`config.mk`:
```
export PLATFORM = sky130hd
export DESIGN_NAME = game_state_ctrl
export DESIGN_NICKNAME = d
export VERILOG_FILES = /design/src/rtl/game_state_ctrl_pkg.sv /design/src/rtl/game_state_ctrl_bcd_counter.sv /design/src/rtl/game_state_ctrl.sv
export SDC_FILE = /design/constraint.sdc
export NUM_CORES = 1
export LEC_CHECK = 0
export ABC_AREA = 1
export CORE_MARGIN = 1.5
export CORE_UTILIZATION = 47
export CTS_BUF_LIST = sky130_fd_sc_hd__clkbuf_16
export DETAILED_ROUTE_END_ITERATION = 8
export PLACE_DENSITY = 0.71
export SYNTH_ARGS = -nofsm -noshare
export SYNTH_HDL_FRONTEND = slang
export SYNTH_SLANG_ARGS = --single-unit
```
`constraint.sdc`:
```
create_clock -name clk -period 2.17 [get_ports clk]
set_clock_uncertainty 0.15 [all_clocks]
set_input_delay 0.5425 -clock clk [delete_from_list [all_inputs] [get_ports clk]]
set_output_delay 0.5425 -clock clk [all_outputs]
set_load 0.005 [all_outputs]
```
`src/rtl/game_state_ctrl_pkg.sv`:
```
// ---------------------------------------------------------------------------
// game_state_ctrl_pkg
// Shared definitions for the game sequencer: the 2-bit game state encoding
// that the collision detector and renderers decode, and a single-digit BCD
// increment helper used by the score counter.
// ---------------------------------------------------------------------------
package game_state_ctrl_pkg;

    localparam int GAME_STATE_W = 2;

    typedef enum logic [GAME_STATE_W-1:0] {
        GAME_INIT  = 2'd0,
        GAME_START = 2'd1,
        GAME_END   = 2'd2,
        GAME_RESET = 2'd3
    } gameState_t;

    // One BCD digit +1, 9 wraps to 0 (carry handled by the caller).
    function automatic logic [3:0] bcdDigitInc(input logic [3:0] digit);
        return (digit == 4'd9) ? 4'd0 : digit + 4'd1;
    endfunction

endpackage

```
`src/rtl/game_state_ctrl_bcd_counter.sv`:
```
// ---------------------------------------------------------------------------
// bcd_counter
// Saturating packed-BCD up-counter. Digit 0 lives in value[3:0]. Once every
// digit reads 9 further increments are ignored instead of wrapping to zero.
// Ports:
//   clk    in  1           system clock
//   rst    in  1           asynchronous active-high reset, clears value
//   clr    in  1           synchronous clear, wins over inc
//   inc    in  1           add one (BCD ripple carry)
//   value  out 4*DIGITS    registered packed BCD count
// ---------------------------------------------------------------------------
module bcd_counter
    import game_state_ctrl_pkg::*;
#(
    parameter int DIGITS = 4
) (
    input  logic                clk,
    input  logic                rst,
    input  logic                clr,
    input  logic                inc,
    output logic [4*DIGITS-1:0] value
);

    logic [DIGITS-1:0]   digitIsNine;
    logic [DIGITS-1:0]   carry;      // carry[gi] = "digit gi must step"
    logic [4*DIGITS-1:0] valueNext;
    logic                allNines;

    generate
        for (genvar gi = 0; gi < DIGITS; gi++) begin : gDigit
            assign digitIsNine[gi]       = (value[4*gi +: 4] == 4'd9);
            assign valueNext[4*gi +: 4]  = carry[gi] ? bcdDigitInc(value[4*gi +: 4])
                                                     : value[4*gi +: 4];
            if (gi < DIGITS-1) begin : gCarry
                assign carry[gi+1] = carry[gi] & digitIsNine[gi];
            end
        end
    endgenerate

    // Suppressing the first carry at all-9s is what makes the count saturate.
    assign allNines = &digitIsNine;
    assign carry[0] = inc & ~allNines;

    always_ff @(posedge clk or posedge rst) begin
        if (rst) begin
            value <= '0;
        end else if (clr) begin
            value <= '0;
        end else begin
            value <= valueNext;
        end
    end

endmodule

```
`src/rtl/game_state_ctrl.sv`:
```
// ---------------------------------------------------------------------------
// game_state_ctrl
// Top-level game sequencer. Walks INIT -> START -> END -> RESET -> START,
// scores one point every FRAMES_PER_POINT frames while playing, tracks the
// best score since reset and flags a new record for one clock.
// Ports:
//   clk         in  1                system clock
//   rst         in  1                asynchronous active-high reset
//   frame_tick  in  1                one-clk pulse per video frame
//   start_btn   in  1                debounced button level (1 = pressed)
//   isColision  in  1                sticky collision flag
//   game_state  out 2                INIT=0, START=1, END=2, RESET=3
//   score       out 4*SCORE_DIGITS   packed BCD score
//   high_score  out 4*SCORE_DIGITS   packed BCD best score since rst
//   new_record  out 1                1-clk pulse when high_score updates
// ---------------------------------------------------------------------------
module game_state_ctrl
    import game_state_ctrl_pkg::*;
#(
    parameter int FRAMES_PER_POINT   = 6,
    parameter int END_LOCKOUT_FRAMES = 30,
    parameter int RESET_HOLD_FRAMES  = 2,
    parameter int SCORE_DIGITS       = 4
) (
    input  logic                      clk,
    input  logic                      rst,
    input  logic                      frame_tick,
    input  logic                      start_btn,
    input  logic                      isColision,
    output logic [GAME_STATE_W-1:0]   game_state,
    output logic [4*SCORE_DIGITS-1:0] score,
    output logic [4*SCORE_DIGITS-1:0] high_score,
    output logic                      new_record
);

    localparam int DIV_W  = $clog2(FRAMES_PER_POINT + 1);
    localparam int LOCK_W = $clog2(END_LOCKOUT_FRAMES + 1);
    localparam int HOLD_W = $clog2(RESET_HOLD_FRAMES + 1);

    gameState_t  state;
    logic        btnQ;
    logic [DIV_W-1:0]  divCnt;
    logic [LOCK_W-1:0] lockCnt;
    logic [HOLD_W-1:0] holdCnt;

    logic startPulse;
    logic pointTick;
    logic lockDone;
    logic holdDone;
    logic scoreClr;
    logic scoreInc;

    assign startPulse = start_btn & ~btnQ;
    assign pointTick  = frame_tick && (divCnt == DIV_W'(FRAMES_PER_POINT - 1));
    assign lockDone   = (lockCnt == LOCK_W'(END_LOCKOUT_FRAMES));
    // The tick that would bring the hold count to its limit is the one that leaves RESET.
    assign holdDone   = frame_tick && (holdCnt == HOLD_W'(RESET_HOLD_FRAMES - 1));

    // Score clears on every entry into START; a collision masks the wrapping tick.
    assign scoreClr = ((state == GAME_INIT) && startPulse) ||
                      ((state == GAME_RESET) && holdDone);
    assign scoreInc = (state == GAME_START) && !isColision && pointTick;

    bcd_counter #(
        .DIGITS (SCORE_DIGITS)
    ) u_score (
        .clk   (clk),
        .rst   (rst),
        .clr   (scoreClr),
        .inc   (scoreInc),
        .value (score)
    );

    assign game_state = state;

    always_ff @(posedge clk or posedge rst) begin
        if (rst) begin
            state      <= GAME_INIT;
            btnQ       <= 1'b0;
            divCnt     <= '0;
            lockCnt    <= '0;
            holdCnt    <= '0;
            high_score <= '0;
            new_record <= 1'b0;
        end else begin
            btnQ       <= start_btn;
            new_record <= 1'b0;
            case (state)
                GAME_INIT: begin
                    if (startPulse) begin
                        state   <= GAME_START;
                        divCnt  <= '0;
                        lockCnt <= '0;
                        holdCnt <= '0;
                    end
                end
                GAME_START: begin
                    if (isColision) begin
                        state   <= GAME_END;
                        divCnt  <= '0;
                        lockCnt <= '0;
                        holdCnt <= '0;
                        // Score is final on this edge; packed BCD compares like binary.
                        if (score > high_score) begin
                            high_score <= score;
                            new_record <= 1'b1;
                        end
                    end else if (frame_tick) begin
                        divCnt <= pointTick ? '0 : divCnt + 1'b1;
                    end
                end
                GAME_END: begin
                    // Presses during lockout are simply lost: only a fresh edge after it counts.
                    if (lockDone && startPulse) begin
                        state   <= GAME_RESET;
                        divCnt  <= '0;
                        lockCnt <= '0;
                        holdCnt <= '0;
                    end else if (frame_tick && !lockDone) begin
                        lockCnt <= lockCnt + 1'b1;
                    end
                end
                GAME_RESET: begin
                    if (holdDone) begin
                        state   <= GAME_START;
                        divCnt  <= '0;
                        lockCnt <= '0;
                        holdCnt <= '0;
                    end else if (frame_tick) begin
                        holdCnt <= holdCnt + 1'b1;
                    end
                end
                default: state <= GAME_INIT;
            endcase
        end
    end

endmodule

```
# Word level (Yosys, flattened, before mapping)
# Cells that the tools add are included.
dict set report word_totals {
  register_bits 46
  input_bits 5
}
dict set report classes {
  add_sub_neg 7
  order_cmp 1
  n_eq_ne 17
  muxes 36
  bitwise_logic 7
  n_reduce_logical 22
}
# cell n
set ops {}
lappend ops {{$mux 4} 8}
lappend ops {{$mux 5} 5}
lappend ops {{$pmux 5 s4} 1}
lappend ops {{$reduce_and 4->1} 5}
lappend ops {{$mux 2} 9}
lappend ops {{$mux 3} 6}
lappend ops {{$add 4x1->4 const B} 4}
lappend ops {{$eq 4x4->1 const B} 4}
lappend ops {{$gt 16x16->1} 1}
lappend ops {{$mux 16} 1}
lappend ops {{$pmux 2 s4} 2}
lappend ops {{$pmux 3 s4} 1}
lappend ops {{$ne 3x3->1 const B} 3}
lappend ops {{$logic_and 1x1->1} 8}
lappend ops {{$ne 2x2->1 const B} 4}
lappend ops {{$reduce_bool 2->1} 4}
lappend ops {{$add 5x1->5 const B} 1}
lappend ops {{$and 1x1->1} 5}
lappend ops {{$eq 5x5->1 const B} 1}
lappend ops {{$eq 2x1->1 const B} 2}
lappend ops {{$eq 2x2->1 const B} 2}
lappend ops {{$add 3x1->3 const B} 1}
lappend ops {{$eq 3x3->1 const B} 1}
lappend ops {{$mux 1} 3}
lappend ops {{6 further kinds} 8}

# Depth between registers and ports, before layout
dict set report logic_depth {
  ltp_word 9
  ltp_mapped 15
  depth_no_buf 14
}

# Cells and area by module
# From an unflattened synthesis, not the netlist that was laid out.
dict set report hier_totals {
  cells_unflattened 373
  hier_area_um2 3044.2
}
# module instances cells_each area_each_um2 seq_area_each_um2
set by_module_without_submodules {}
lappend by_module_without_submodules {game_state_ctrl 1 242 2008.2 750.7}
lappend by_module_without_submodules {bcd_counter 1 131 1036.0 400.4}

# Worst setup path after synthesis
# Ideal clock, no wire load.
dict set report synth_path {
  path_type {reg2reg}
  start {register u_score.value[6]}
  end {register high_score[6]}
  setup_ns 0.117
  t_arrival_ns 1.591
  required_ns 1.903
  slack_ns 0.313
  stages_incl_launch_ff 11
  n_path_buf 1
  period_less_slack_ns 1.857
  cell_sequence {dfrtp_1 -> ha_1 -> nand2_1 -> nor2_1 -> nand4_1 -> nor2_1 -> nor2_2 -> nand2_2 -> buf_4 -> nand2_1 -> nand2_1}
}
dict set report synth_between {
  elab_chain_cells 2
}
# item line_no
set synth_rtl {}
lappend synth_rtl {{from (decl)} game_state_ctrl_bcd_counter.sv:21} ;# output logic [4*DIGITS-1:0] value
lappend synth_rtl {{from (signal assigned)} game_state_ctrl_bcd_counter.sv:50} ;# value <= valueNext;
lappend synth_rtl {{$gt 16x16->1} game_state_ctrl.sv:104} ;# if (score > high_score) begin
lappend synth_rtl {{$reduce_and 3->1 (no source line)} -}
lappend synth_rtl {{to (signal assigned)} game_state_ctrl.sv:105} ;# high_score <= score;
lappend synth_rtl {{to (decl)} game_state_ctrl.sv:32} ;# output logic [4*SCORE_DIGITS-1:0] high_score,
# Parallel ways exist; a longest one is shown, timed or not.
# A chain may end at the register's enable or synchronous reset.

# Worst setup path in the final report
dict set report layout_path {
  start {register u_score.value[4]}
  end {output port score[4]}
}
# item line_no
set layout_rtl {}
lappend layout_rtl {{to (decl)} game_state_ctrl.sv:31} ;# output logic [4*SCORE_DIGITS-1:0] score,
# No word-level cell between the ends.

==> results.py <==
metrics = {
    "min_path": {
        "min_from": "high_score[5]$_DFFE_PP0P_",
        "whs_endpoint": "high_score[5]$_DFFE_PP0P_",
        "whs_path_depth": 2,
        "hold_path.class": "flip-flop to flip-flop",
    },
    "worst_setup_path": {
        "cp_top_family": "buffers and inverters",
        "max_stage_delay_ns": 0.58,
        "path_class": "flip-flop to primary output",
        "start_kind": "flip-flop",
        "crit_path_end_kind": "primary output",
        "cp.arrival_ns": 1.37,
        "cp_slowest_cell": "clkdlybuf4s50_1",
        "reg2reg_slack_ns": 0.15,
        "required_ns": 1.48,
        "reg2reg_depth": 9,
        "path_cells": "clkdlybuf4s50_1",
        "critPathBufInv": 1,
        "critPathMaxFanout": 8,
        "r2r_end": "high_score[7]$_DFFE_PP0P_",
        "r2r-start": "u_score.value[7]$_DFFE_PP0P_",
    },
    "finish": {
        "fin_nets": 452,
        "post-route-util": 0.6052,
        "fin_cells": 491,
        "fillers": 523,
        "layout-drive-gt1-share": 0.09375,
        "area_growth_pct": 24.43,
        "insertedDiodeCount": 0,
    },
    "sta": {
        "finalCritPeriodShare": 0.9502,
        "whs_ns": 0.3475,
        "hold_viol_final": 0,
        "final.min_clock_period_ns": 2.062,
        "fin_tns_setup_ns": 0,
        "fmax_mhz": 485.0,
        "setup_viol": 0,
        "max_slew_margin": 0.7119,
        "worstMarginPinSlew_ns": 0.4276,
        "rsz0062_at_grt": "false",
        "drv_slew": 0,
    },
    "route": {
        "first_iter_violations": 144,
        "avgRoutedWirePerCell_um": 12.28,
        "firstDrtPassIters": 5,
        "viasPerCell": 5.045,
        "drtAntennaViolNets": 0,
        "drc_errors": 0,
        "wirelength_um": 6030,
        "routed-via-count": 2477,
    },
    "power_and_ir_drop": {
        "p_per_area_mw_per_mm2": 1151,
        "max-vdd-ir-drop_uv": 711.8,
        "p_leak_nw": 1.872,
    },
    "synthesis": {
        "syn-cell-area_mm2": 0.002863,
        "yosysSeqAreaShare": 0.4021,
        "synth_cell_types": 31,
        "yosys_warnings": 0,
        "synth_nets": 399,
        "synth-seq-cells": 46,
        "avgSynthCellArea_um2": 7.908,
        "syn_inst": 362,
    },
    "cts": {
        "cts_setup_buffers": 0,
        "clk_latency_ns": 0.28,
        "htreeDepth": 2,
        "cts_tree": "yes",
        "clockBufferDepth": 2,
        "cts_hold_buffers": 0,
        "clk_pin_slew_worst_paths_ns": 0.06,
        "cts_sinks": 46,
        "cts_resized": 0,
        "ctsRootBufferMaster": "clkbuf_16",
        "numCtsBuffers": 5,
    },
    "die": {
        "die_height_um": 81.05,
        "rows": 28,
        "die-area_mm2": 0.006568,
        "die_x_um": 81.05,
        "start_util": 0.4864,
        "core-area_mm2": 0.005886,
        "ios": 40,
    },
    "placed_design": {
        "routabilityCongestion": 0.8945,
        "dpl.cell_count": 483,
        "port_buffers": 39,
        "place_hpwl_um": 4412,
    },
    "global_routing": {
        "grt_max_degree": 36,
        "grtUsageTotal": 0.2019,
        "overflow": 0,
        "antenna_found_initial": 0,
        "grt_pass1_vias": 2340,
        "grt_pass1_wl_um": 10290,
    },
    "status": {
        "outcome": "finished, final reports clean",
    },
    "run": {
        "max-cap-violations": 0,
    },
}
synthesized netlist by cell type:
master,instances,share of area
a211oi_1,1,0.0026
a21o_1,1,0.0026
a21oi_1,16,0.028
buf_2,2,0.0035
buf_4,1,0.0026
dfrtp_1,46,0.40
ha_1,32,0.14
inv_1,47,0.062
inv_2,2,0.0026
mux2i_1,1,0.0035
nand2_1,101,0.13
nand2_2,9,0.020
nand2_4,1,0.0039
nand3_1,32,0.056
nand3_2,1,0.0035
nand4_1,5,0.011
nand4_2,1,0.0044
nor2_1,28,0.037
nor2_2,3,0.0066
nor2_4,1,0.0039
nor3_1,4,0.0070
nor4_1,1,0.0022
o21ai_0,9,0.016
o21ai_1,1,0.0017
o21ai_2,1,0.0031
o21bai_1,1,0.0026
o22ai_1,1,0.0022
o31ai_1,3,0.0079
or2_4,1,0.0031
xnor2_1,2,0.0061
xor2_1,7,0.021
sequential cells by signal, indices dropped and copies added, names as in the netlist:
signal         count
high_score        16
u_score.value     16
lockCnt            5
divCnt             3
game_state         2
holdCnt            2
btnQ               1
new_record         1
kinds of logic after synthesis:
kind of cell	after synthesis	share of synthesized area
multiplexers	1	0.003497
buffers and inverters	52	0.07037
XOR/XNOR	9	0.02754
adder cells (fa/ha/maj)	32	0.1399
AND/OR/NAND/NOR	188	0.2902
AO/OA/AOI/OAI	34	0.06644
flip-flops	46	0.4021
power by group:
group | switching [mW] | total [mW] | internal (mW)
logic | 1.24 | 2.11 | 0.871
registers | 0.209 | 1.26 | 1.06
clock network | 0.307 | 0.724 | 0.417
total | 1.76 | 4.10 | 2.34
layout by cell type, fill, tap and decap left out, drive strengths merged, types with 2 or more instances in the layout:
cell           netlist  final
nand4                6      6
clkbuf               0      5
nand3               33     33
xor2                 7      7
o31ai                3      3
nor2                32     32
clkdlybuf4s50        0     39
nor3                 4      4
inv                 49     50
dfrtp               46     46
a21oi               16     16
ha                  32     32
o21ai               11     11
buf                  3     10
xnor2                2      2
nand2              111    111
clkinv               0      2
layout make-up:
cell class                 count  area (um^2)  share of cell area
multi-input combinational    264         1515              0.4254
tap                           75        93.84             0.02634
clock inverter                 3        12.51            0.003512
timing repair buffer          49        478.0              0.1342
inverter                      49        183.9             0.05163
sequential                    46         1154              0.3239
clock buffer                   5        125.1             0.03512
stage by stage:
stage	worst slack, ns	area (um^2)	power (mW)
2_1_floorplan	0.3125	2863	2.579
3_3_place_gp	0.001806	3417	3.293
3_5_place_dp	-0.04622	3417	3.346
4_1_cts	0.07398	3555	4.096
5_1_grt	0.001731	3562	4.471
6_report	0.1081	3562	4.099
metal layers:
layer  track usage  part of all wire  routed length, um
met5             0                 0                  0
met4       0.06897            0.0078                 47
met2        0.3433              0.49               2929
met1        0.2555              0.47               2838
met3       0.03933             0.036                215
worst max path at each step:
| stage | from | end | slack (ns) | cells after the start |
|---|---|---|---|---|
| after floorplan | u_score.value[6]$_DFFE_PP0P_ | high_score[6]$_DFFE_PP0P_ | 0.31 | 10 |
| after global placement | frame_tick | u_score.value[13]$_DFFE_PP0P_ | 0.002 | 9 |
| after detailed placement | frame_tick | u_score.value[13]$_DFFE_PP0P_ | -0.05 | 9 |
| after CTS | u_score.value[7]$_DFFE_PP0P_ | high_score[7]$_DFFE_PP0P_ | 0.07 | 9 |
| after global routing | u_score.value[4]$_DFFE_PP0P_ | high_score[12]$_DFFE_PP0P_ | 0.002 | 9 |
| final | u_score.value[4]$_DFFE_PP0P_ | score[4] | 0.11 | 1 |
Note: power is estimated with default switching activity, not from simulation.
